### src/rtl/go_move_commit.sv
// Legality check and commit stage for 9x9 Go moves; owns the board, turn, move counter and pass tracking.
// Optional GO_LAST_MOVE_EN adds last_move / last_move_valid reporting of the most recent committed proposal.
module go_move_commit #(
  parameter logic [1:0] LOCAL_COLOR = 2'b01
) (
  input  logic                  clk_in,
  input  logic                  reset,
  input  logic                  local_valid,
  input  logic [7:0]            local_move,
  input  logic                  remote_valid,
  input  logic [7:0]            remote_move,
  output logic [8:0][8:0][1:0]  board,
  output logic [1:0]            turn_color,
  output logic                  my_turn,
  output logic                  move_ack,
  output logic                  move_nack,
  output logic [7:0]            move_count,
  output logic                  game_over
`ifdef GO_LAST_MOVE_EN
  ,
  output logic [7:0]            last_move,
  output logic                  last_move_valid
`endif
);

  localparam logic [7:0] PASS_CODE = 8'hFF;

  typedef enum logic [1:0] {
    IDLE  = 2'd0,
    CHECK = 2'd1,
    RESP  = 2'd2
  } state_t;

  state_t      state_reg, state_next;
  logic [7:0]  pend_reg, pend_next;
  logic [1:0]  turn_reg, turn_next;
  logic [7:0]  count_reg, count_next;
  logic [1:0]  streak_reg, streak_next;
  logic        over_reg, over_next;
  logic        ack_reg, ack_next;
  logic        nack_reg, nack_next;
  logic        stone_we;

  logic        local_owns;
  logic        is_pass;
  logic        in_range;
  logic        target_busy;
  logic        stone_legal;
  logic [80:0] cell_busy;

  assign local_owns  = (turn_reg == LOCAL_COLOR);
  assign is_pass     = (pend_reg == PASS_CODE);
  assign in_range    = (pend_reg[7:4] <= 4'd8) && (pend_reg[3:0] <= 4'd8);
  assign target_busy = |cell_busy;
  assign stone_legal = !is_pass && in_range && !target_busy;

  // Each cell is its own register; the pending address is decoded per cell, so an
  // out-of-range row/col simply matches nothing.
  genvar gi;
  generate
    for (gi = 0; gi < 81; gi++) begin : g_cell
      localparam int ROW = gi / 9;
      localparam int COL = gi % 9;
      localparam logic [7:0] ADDR = 8'((ROW << 4) | COL);

      logic [1:0] cell_reg;
      logic       hit;

      assign hit           = (pend_reg == ADDR);
      assign cell_busy[gi] = hit && (cell_reg != 2'b00);
      assign board[ROW][COL] = cell_reg;

      always_ff @(posedge clk_in) begin
        if (reset) begin
          cell_reg <= 2'b00;
        end else if (stone_we && hit) begin
          cell_reg <= turn_reg;
        end
      end
    end
  endgenerate

  always_ff @(posedge clk_in) begin
    if (reset) begin
      state_reg  <= IDLE;
      pend_reg   <= 8'h00;
      turn_reg   <= 2'b01;
      count_reg  <= 8'h00;
      streak_reg <= 2'd0;
      over_reg   <= 1'b0;
      ack_reg    <= 1'b0;
      nack_reg   <= 1'b0;
    end else begin
      state_reg  <= state_next;
      pend_reg   <= pend_next;
      turn_reg   <= turn_next;
      count_reg  <= count_next;
      streak_reg <= streak_next;
      over_reg   <= over_next;
      ack_reg    <= ack_next;
      nack_reg   <= nack_next;
    end
  end

  always_comb begin
    state_next  = state_reg;
    pend_next   = pend_reg;
    turn_next   = turn_reg;
    count_next  = count_reg;
    streak_next = streak_reg;
    over_next   = over_reg;
    ack_next    = 1'b0;
    nack_next   = 1'b0;
    stone_we    = 1'b0;

    case (state_reg)
      IDLE: begin
        // Only the side owning the turn is listened to; the other pulse is dropped.
        if (!over_reg) begin
          if (local_owns && local_valid) begin
            pend_next  = local_move;
            state_next = CHECK;
          end else if (!local_owns && remote_valid) begin
            pend_next  = remote_move;
            state_next = CHECK;
          end
        end
      end

      CHECK: begin
        if (is_pass || stone_legal) begin
          ack_next   = 1'b1;
          turn_next  = (turn_reg == 2'b01) ? 2'b10 : 2'b01;
          count_next = (count_reg == 8'hFF) ? count_reg : count_reg + 8'd1;
          if (is_pass) begin
            streak_next = (streak_reg == 2'd2) ? 2'd2 : streak_reg + 2'd1;
            over_next   = over_reg | (streak_next == 2'd2);
          end else begin
            stone_we    = 1'b1;
            streak_next = 2'd0;
          end
        end else begin
          nack_next = 1'b1;
        end
        state_next = RESP;
      end

      RESP: begin
        state_next = IDLE;
      end

      default: begin
        state_next = IDLE;
      end
    endcase
  end

  assign turn_color = turn_reg;
  assign move_count = count_reg;
  assign game_over  = over_reg;
  assign move_ack   = ack_reg;
  assign move_nack  = nack_reg;
  assign my_turn    = (state_reg == IDLE) && local_owns && !over_reg;

`ifdef GO_LAST_MOVE_EN
  logic [7:0] last_move_reg;
  logic       last_valid_reg;

  always_ff @(posedge clk_in) begin
    if (reset) begin
      last_move_reg  <= 8'h00;
      last_valid_reg <= 1'b0;
    end else if (ack_next) begin
      last_move_reg  <= pend_reg;
      last_valid_reg <= 1'b1;
    end
  end

  assign last_move       = last_move_reg;
  assign last_move_valid = last_valid_reg;
`endif

endmodule
### config.mk
export PLATFORM = sky130hd
export DESIGN_NAME = go_move_commit
export DESIGN_NICKNAME = d
export VERILOG_FILES = /design/src/rtl/go_move_commit.sv
export SDC_FILE = /design/constraint.sdc
export NUM_CORES = 1
export LEC_CHECK = 0
export CORE_ASPECT_RATIO = 0.7
export CORE_UTILIZATION = 35
export CTS_CLUSTER_SIZE = 16
export DETAILED_ROUTE_END_ITERATION = 16
export PLACE_DENSITY = 0.67
export SYNTH_ARGS = -nofsm -noshare
export SYNTH_HDL_FRONTEND = slang
export SYNTH_SLANG_ARGS = --single-unit
### constraint.sdc
create_clock -name clk_in -period 3.45 [get_ports clk_in]
set_clock_uncertainty 0.1 [all_clocks]
set_input_delay 0.69 -clock clk_in [delete_from_list [all_inputs] [get_ports clk_in]]
set_output_delay 0.69 -clock clk_in [all_outputs]
set_load 0.1 [all_outputs]
==> results of run 1 <==
-- through the flow --
stage | TNS [ps] | total power [mW] | cells
finish | 0 | 5.665 | 1206
global route | 0 | 5.827 | 1206
CTS | 0 | 5.625 | 1206
detailed placement | 0 | 3.818 | 1175
global placement | -209.1 | 3.812 | 1175
floorplan | 0 | 3.254 | 717
-- placed cells by master (no fill, tap or decap), types with 4 or more instances in the layout --
cell type	Yosys	layout
clkbuf_16	0	17
dfxtp_1	187	184
mux2i_1	9	9
buf_12	1	11
o2bb2ai_1	126	126
nor3_1	6	6
buf_4	1	220
o2bb2ai_2	10	10
nand2_1	28	28
o21ai_0	68	68
clkinv_4	0	4
inv_1	30	29
nand4_1	5	5
o22ai_1	35	35
nand3_1	6	6
nor2b_1	5	5
clkdlybuf4s50_1	0	18
a211oi_1	8	8
a41oi_1	6	6
a21oi_1	11	11
or2_2	8	8
nor2_1	35	35
a21o_1	4	4
or3_1	4	4
nand2b_1	5	5
a31oi_1	4	4
-- synthesized netlist by cell type (3+ instances only) --
cell	number	share of area [%]
a41oi_1	6	0.72
nand4_1	5	0.43
o22ai_1	35	3.0
nand2b_1	5	0.43
clkbuf_1	33	1.7
o2bb2ai_2	10	2.1
buf_6	4	0.62
or4_1	3	0.31
nor3_1	6	0.41
nor4b_2	3	0.62
buf_1	5	0.26
or4b_1	3	0.41
a211oi_1	8	0.82
a31oi_1	4	0.34
o21ai_0	68	4.7
nand3_1	6	0.41
or2_2	8	0.69
dfxtp_1	187	51
o2bb2ai_1	126	15
or3_1	4	0.34
a21oi_1	11	0.76
nor2b_1	5	0.43
buf_2	18	1.2
inv_1	30	1.5
nor4bb_1	4	0.55
a21o_1	4	0.41
nor2_1	35	1.8
mux2i_1	9	1.2
nor4_1	4	0.34
nand2_1	28	1.4
-- power breakdown --
part	leakage [nW]	internal [mW]	switching (mW)
combinational	1.95	0.511	0.917
sequential	1.51	2.23	0.162
clock	0.258	0.972	0.875
-- path summary, 6_finish.rpt --
check,startpoint,to,slack (ps),cells past startpoint
worst min-delay path,streak_reg[0],streak_reg[0],380,2
worst max-delay path,pend_reg[3],move_count[0],80,11
worst min register to register,streak_reg[0],streak_reg[0],380,2
worst max register to register,pend_reg[3],move_count[0],80,11
-- area by class of cell --
class                           instances  share of cell area, %
Multi-Input combinational cell        438                  31.79
Clock inverter                         10                 0.8654
Timing Repair Buffer                  250                  20.62
Clock buffer                           21                  4.616
Sequential cell                       187                  37.56
Tap cell                              270                  3.386
Inverter                               30                  1.154
-- critical path: cells and delay by family, from the launching register on --
| family | cells | cell delay, ps |
|---|---|---|
| AO/OA/AOI/OAI | 4 | 850 |
| buffers and inverters | 3 | 690 |
| flip-flops | 1 | 390 |
| multiplexers | 1 | 280 |
| AND/OR/NAND/NOR | 3 | 960 |
-- metal layers --
layer,part of all wire [%],routed length [um],track usage (%),up-vias
met4,1.5,421,6.743,0
met2,40,11410,36.48,504
met1,45,12800,38.87,3376
met5,0,0,0,-
li1,-,-,-,3148
met3,14,3995,9.170,45
-- cell families after synthesis --
kind of cell	share of synthesized area, %
multiplexers	1.391
adder cells (fa/ha/maj)	0.3433
buffers and inverters	5.734
AND/OR/NAND/NOR	11.33
AO/OA/AOI/OAI	29.84
flip-flops	51.36
==> metrics.md, run 1 <==
| Metric | Value |
|---|---|
| Outcome | `finished clean` |
| Deepest clock path buffer count | `2` |
| # clock sinks | `187` |
| Initial DRT Pass Iterations | `7` |
| Area of the multi-input gates | `3172 um^2` |
| Register area share after synthesis | `51.36%` |
| FF/Latch Area | `3747 um^2` |
| Fillers | `1,908` |
| Most used cell, CP | `buf_4` |
| Hold WC Path Type | `reg -> reg` |
| Number of CTS-inserted buffers | `17` |
| Unrepaired setup endpoints after global routing | `false` |
| Area grow syn2layout | `36.88%` |
| Fin area | `9976 um^2` |
| Die area | `21,410 um^2` |
| Max FFs per register | `162` |
| Synth warn | `0` |
| Nets@finish | `946` |
| Clk slew on worst S/H paths | `70 ps` |
| Core box area | `20,120 um^2` |
| Skew-Pair Late Insertion Delay | `430 ps` |
| Largest net degree at the start of global routing | `58` |
| Yosys reg bits | `187` |
| Drt wl/cell | `23.73 um` |
| Gr usage total | `26.56%` |
| Pleak | `3.721 nW` |
| Critical path capture point type | `flip-flop` |
| Via-to-Cell Ratio | `5.865` |
| GRT overflow | `0` |
| IO buf count | `195` |
| CTS root buffer | `clkbuf_16` |
| Number of diodes | `0` |
| Vias in the first global route | `6,315` |
| Gates resized, CTS repair | `0` |
| Max incr delay on CP | `570 ps` |
| Initial antenna violation count | `0` |
| Initial core utilization | `36.22%` |
| DR vias | `7,073` |
| Period Utilization, post-route | `97.61%` |
| Max Cap Viol | `0` |
| Max-slew violation count | `0` |
| Iteration-0 DRC Markers | `926` |
| Tightest Pin Transition | `852.3 ps` |
| Share of cells above drive strength 1 | `32.05%` |
| Fin. Hold Viols | `0` |
| CP max-delay cell | `nor4bb_1` |
| Worst setup SP type | `flip-flop` |
| Placed instance area | `9407 um^2` |
| Cells after synthesis | `717` |
| Setup Crit Path Kind | `reg -> reg` |
| Post-layout util | `49.58%` |
| Row count | `43` |
| Post-Syn Area | `7288 um^2` |
| Postcts setup bufs | `0` |
| First-pass GRT wire length | `41.64 mm` |
| Relative slew slack | `43.06%` |
| Synth unique cells | `63` |
| Placer Congestion | `0.9211` |
| Crit path max fanout | `11` |
| Post-route ant nets | `0` |
| Endpoints failing setup | `0` |
| VDD IR-drop max | `0.3362 mV` |
| Fin worst setup slack | `82.36 ps` |
| IO Pins | `196` |
| WHS | `377.6 ps` |
| Post-layout min period | `3368 ps` |
| Detailed Place HPWL | `20.48 mm` |
| Power per Cell Area | `567.9 nW/um^2` |
| Post-synth EDFFs | `0` |
| Worst path cell trace | `buf_4, nor4bb_1, buf_4, o21ai_0, a41oi_1, a21oi_1, and4b_2, a31oi_1, buf_4, nor3_1, mux2_2` |
| Synth Flop Type | `dfxtp_1` |
| Critical Path RT | `3670 ps` |
| Die span in y | `122.7 um` |
| H-tree depth | `4` |
| CTS tree | `done` |
| Horizontal die dimension | `174.5 um` |
| WP data arrival | `3590 ps` |
| Final WL | `28.62 mm` |
| Syn_area_per_cell | `10.16 um^2` |
| Max Freq | `296.9 MHz` |
| Syn_nets | `739` |
| Hold_buf cts | `0` |
| Async S/R FF share, synth | `0%` |
| Place WS | `55.98 ps` |
| DRC viols | `0` |
(Power assumes the default switching activity.)
==> run 2: changes to the inputs <==
ABC_CLOCK_PERIOD_IN_PS = 3450   (was default)
PLACE_DENSITY = default   (was 0.67)
==> metrics.md, run 2 (synthesis gave the netlist of run 1 again) <==
| Metric | Value |
|---|---|
| Hold_buf cts | `0` |
| # clock sinks | `187` |
| Gr usage total | `26.89%` |
| Final WL | `28.53 mm` |
| Power per Cell Area | `589.9 nW/um^2` |
| Setup Crit Path Kind | `reg -> reg` |
| GRT overflow | `0` |
| Horizontal die dimension | `174.5 um` |
| Post-route ant nets | `0` |
| Initial DRT Pass Iterations | `6` |
| Worst setup SP type | `flip-flop` |
| IO buf count | `195` |
| Deepest clock path buffer count | `2` |
| Via-to-Cell Ratio | `5.729` |
| Most frequent cells in the layout | `225 x buf_4, 183 x dfxtp_1, 126 x o2bb2ai_1` |
| Tightest Pin Transition | `1079 ps` |
| Min-delay src | `g_cell[0].cell_reg[1]` |
| CTS root buffer | `clkbuf_16` |
| Hold WC Path Type | `reg -> reg` |
| Clk slew on worst S/H paths | `80 ps` |
| Vias in the first global route | `6,267` |
| Post-layout min period | `3366 ps` |
| Unrepaired setup endpoints after global routing | `true` |
| H-tree depth | `4` |
| Detailed Place HPWL | `20.30 mm` |
| Most used cell, CP | `a31oi_1` |
| VDD IR-drop max | `0.3266 mV` |
| Max Cap Viol | `0` |
| R2r setup slk | `80 ps` |
| Worst hold stages | `1` |
| Largest net degree at the start of global routing | `59` |
| DRC viols | `0` |
| Share of cells above drive strength 1 | `32.87%` |
| Die span in y | `122.7 um` |
| Hold Path Sink | `g_cell[0].cell_reg[1]` |
| Nets@finish | `952` |
| Drt wl/cell | `23.52 um` |
| Final setup TNS | `0 ps` |
| Initial antenna violation count | `0` |
| Initial core utilization | `36.22%` |
| CP max-delay cell | `nor4b_2` |
| Number of diodes | `0` |
| Critical path capture point type | `flip-flop` |
| Iteration-0 DRC Markers | `792` |
| CTS tree | `done` |
| WP data arrival | `3600 ps` |
| CP top delay family | `simple AND/OR/NAND/NOR gates` |
| Fin. Hold Viols | `0` |
| RR Startpoint | `pend_reg[0]` |
| DR vias | `6,949` |
| Most common cell after layout, fill and taps aside | `buf_4` |
| Number of CTS-inserted buffers | `17` |
| Max Freq | `297.1 MHz` |
| Period Utilization, post-route | `97.56%` |
| Relative slew slack | `27.87%` |
| Row count | `43` |
| First-pass GRT wire length | `41.77 mm` |
| Post-layout util | `50.21%` |
| Skew-Pair Late Insertion Delay | `440 ps` |
| Crit path max fanout | `11` |
| Max incr delay on CP | `980 ps` |
| R2r worst-path depth | `9` |
| Outcome | `finished clean` |
| Critical Path RT | `3680 ps` |
| Worst path cell trace | `nor4b_2, o21ai_0, a31oi_1, nor4_1, and4b_1, a31oi_1, buf_4, nor3_1, mux2_2` |
| Endpoints failing setup | `0` |
| Area grow syn2layout | `38.61%` |
| Max-slew violation count | `0` |
| Reg2reg end | `move_count[0]` |
| CP bufs+invs | `1` |
| Postcts setup bufs | `0` |
| Die area | `21,410 um^2` |
| Max FFs per register | `162` |
| Placer Congestion | `0.8902` |
| IO Pins | `196` |
| Core box area | `20,120 um^2` |
| Pleak | `3.791 nW` |
-- run 2: cell count changes in the layout (fill, tap and decap cells not counted), sizes merged --
cell      change
clkinvlp      -1
inv           +3
clkbuf        -3
buf           +6
bufinv        +3
clkinv        -1
-- run 2: worst max path at each step --
stage / cells past startpoint / endpoint / from
finish: 9 / move_count[0] / pend_reg[0]
global placement: 11 / move_count[0] / pend_reg[0]
CTS: 11 / move_count[0] / pend_reg[0]
floorplan: 2 / my_turn / turn_color[0]
global route: 11 / g_cell[60].cell_reg[1] / pend_reg[0]
detailed placement: 11 / move_count[0] / pend_reg[0]
-- run 2: routing by layer --
metal / GRT usage (%) / vias to the layer above / part of all wire (%)
met3: 7.187 / 43 / 11
li1: - / 3178 / -
met4: 9.320 / 0 / 2.1
met2: 36.80 / 429 / 40
met5: 0 / - / 0
met1: 39.87 / 3299 / 47
-- run 2: per-stage QoR --
stage,worst slack [ps],hold slack (ps),std cells,area [um^2],total power [mW]
after floorplan,412.5,349.6,717,7303,3.254
after global placement,170.0,370.0,1181,9464,3.866
after detailed placement,93.90,371.7,1181,9464,3.875
after CTS,37.37,385.3,1213,10090,5.939
after global routing,-11.08,397.7,1213,10100,6.158
final,84.17,386.0,1213,10100,5.960
-- run 2: worst register-to-register path, stage by stage (launching register included) --
cell and delay (ps):
dfxtp_1 430, nor4b_2 980, o21ai_0 260, a31oi_1 340, nor4_1 100, and4b_1 240, a31oi_1 240, buf_4 200
nor3_1 90, mux2_2 280
-- run 2: repair_timing --
action | CTS | global route
endpoints found under the hold margin | 0 | 0
setup endpoints to repair | 0 | 30
resized for setup | 0 | 6
-- run 2: cell type report --
type | count | area (um^2)
clock buffer | 18 | 439.2
clock inverter | 14 | 183.9
fill | 1883 | 10020
inverter | 30 | 115.1
multi-input combinational | 438 | 3163
sequential | 187 | 3749
tap | 270 | 337.8
timing repair buffer | 256 | 2115
-- run 2: report_power, final --
part / internal (mW) / switching (mW) / leakage, nW
sequential: 2.23 / 0.164 / 1.51
combinational: 0.541 / 0.932 / 1.98
clock: 1.18 / 0.914 / 0.303
total: 3.95 / 2.01 / 3.79
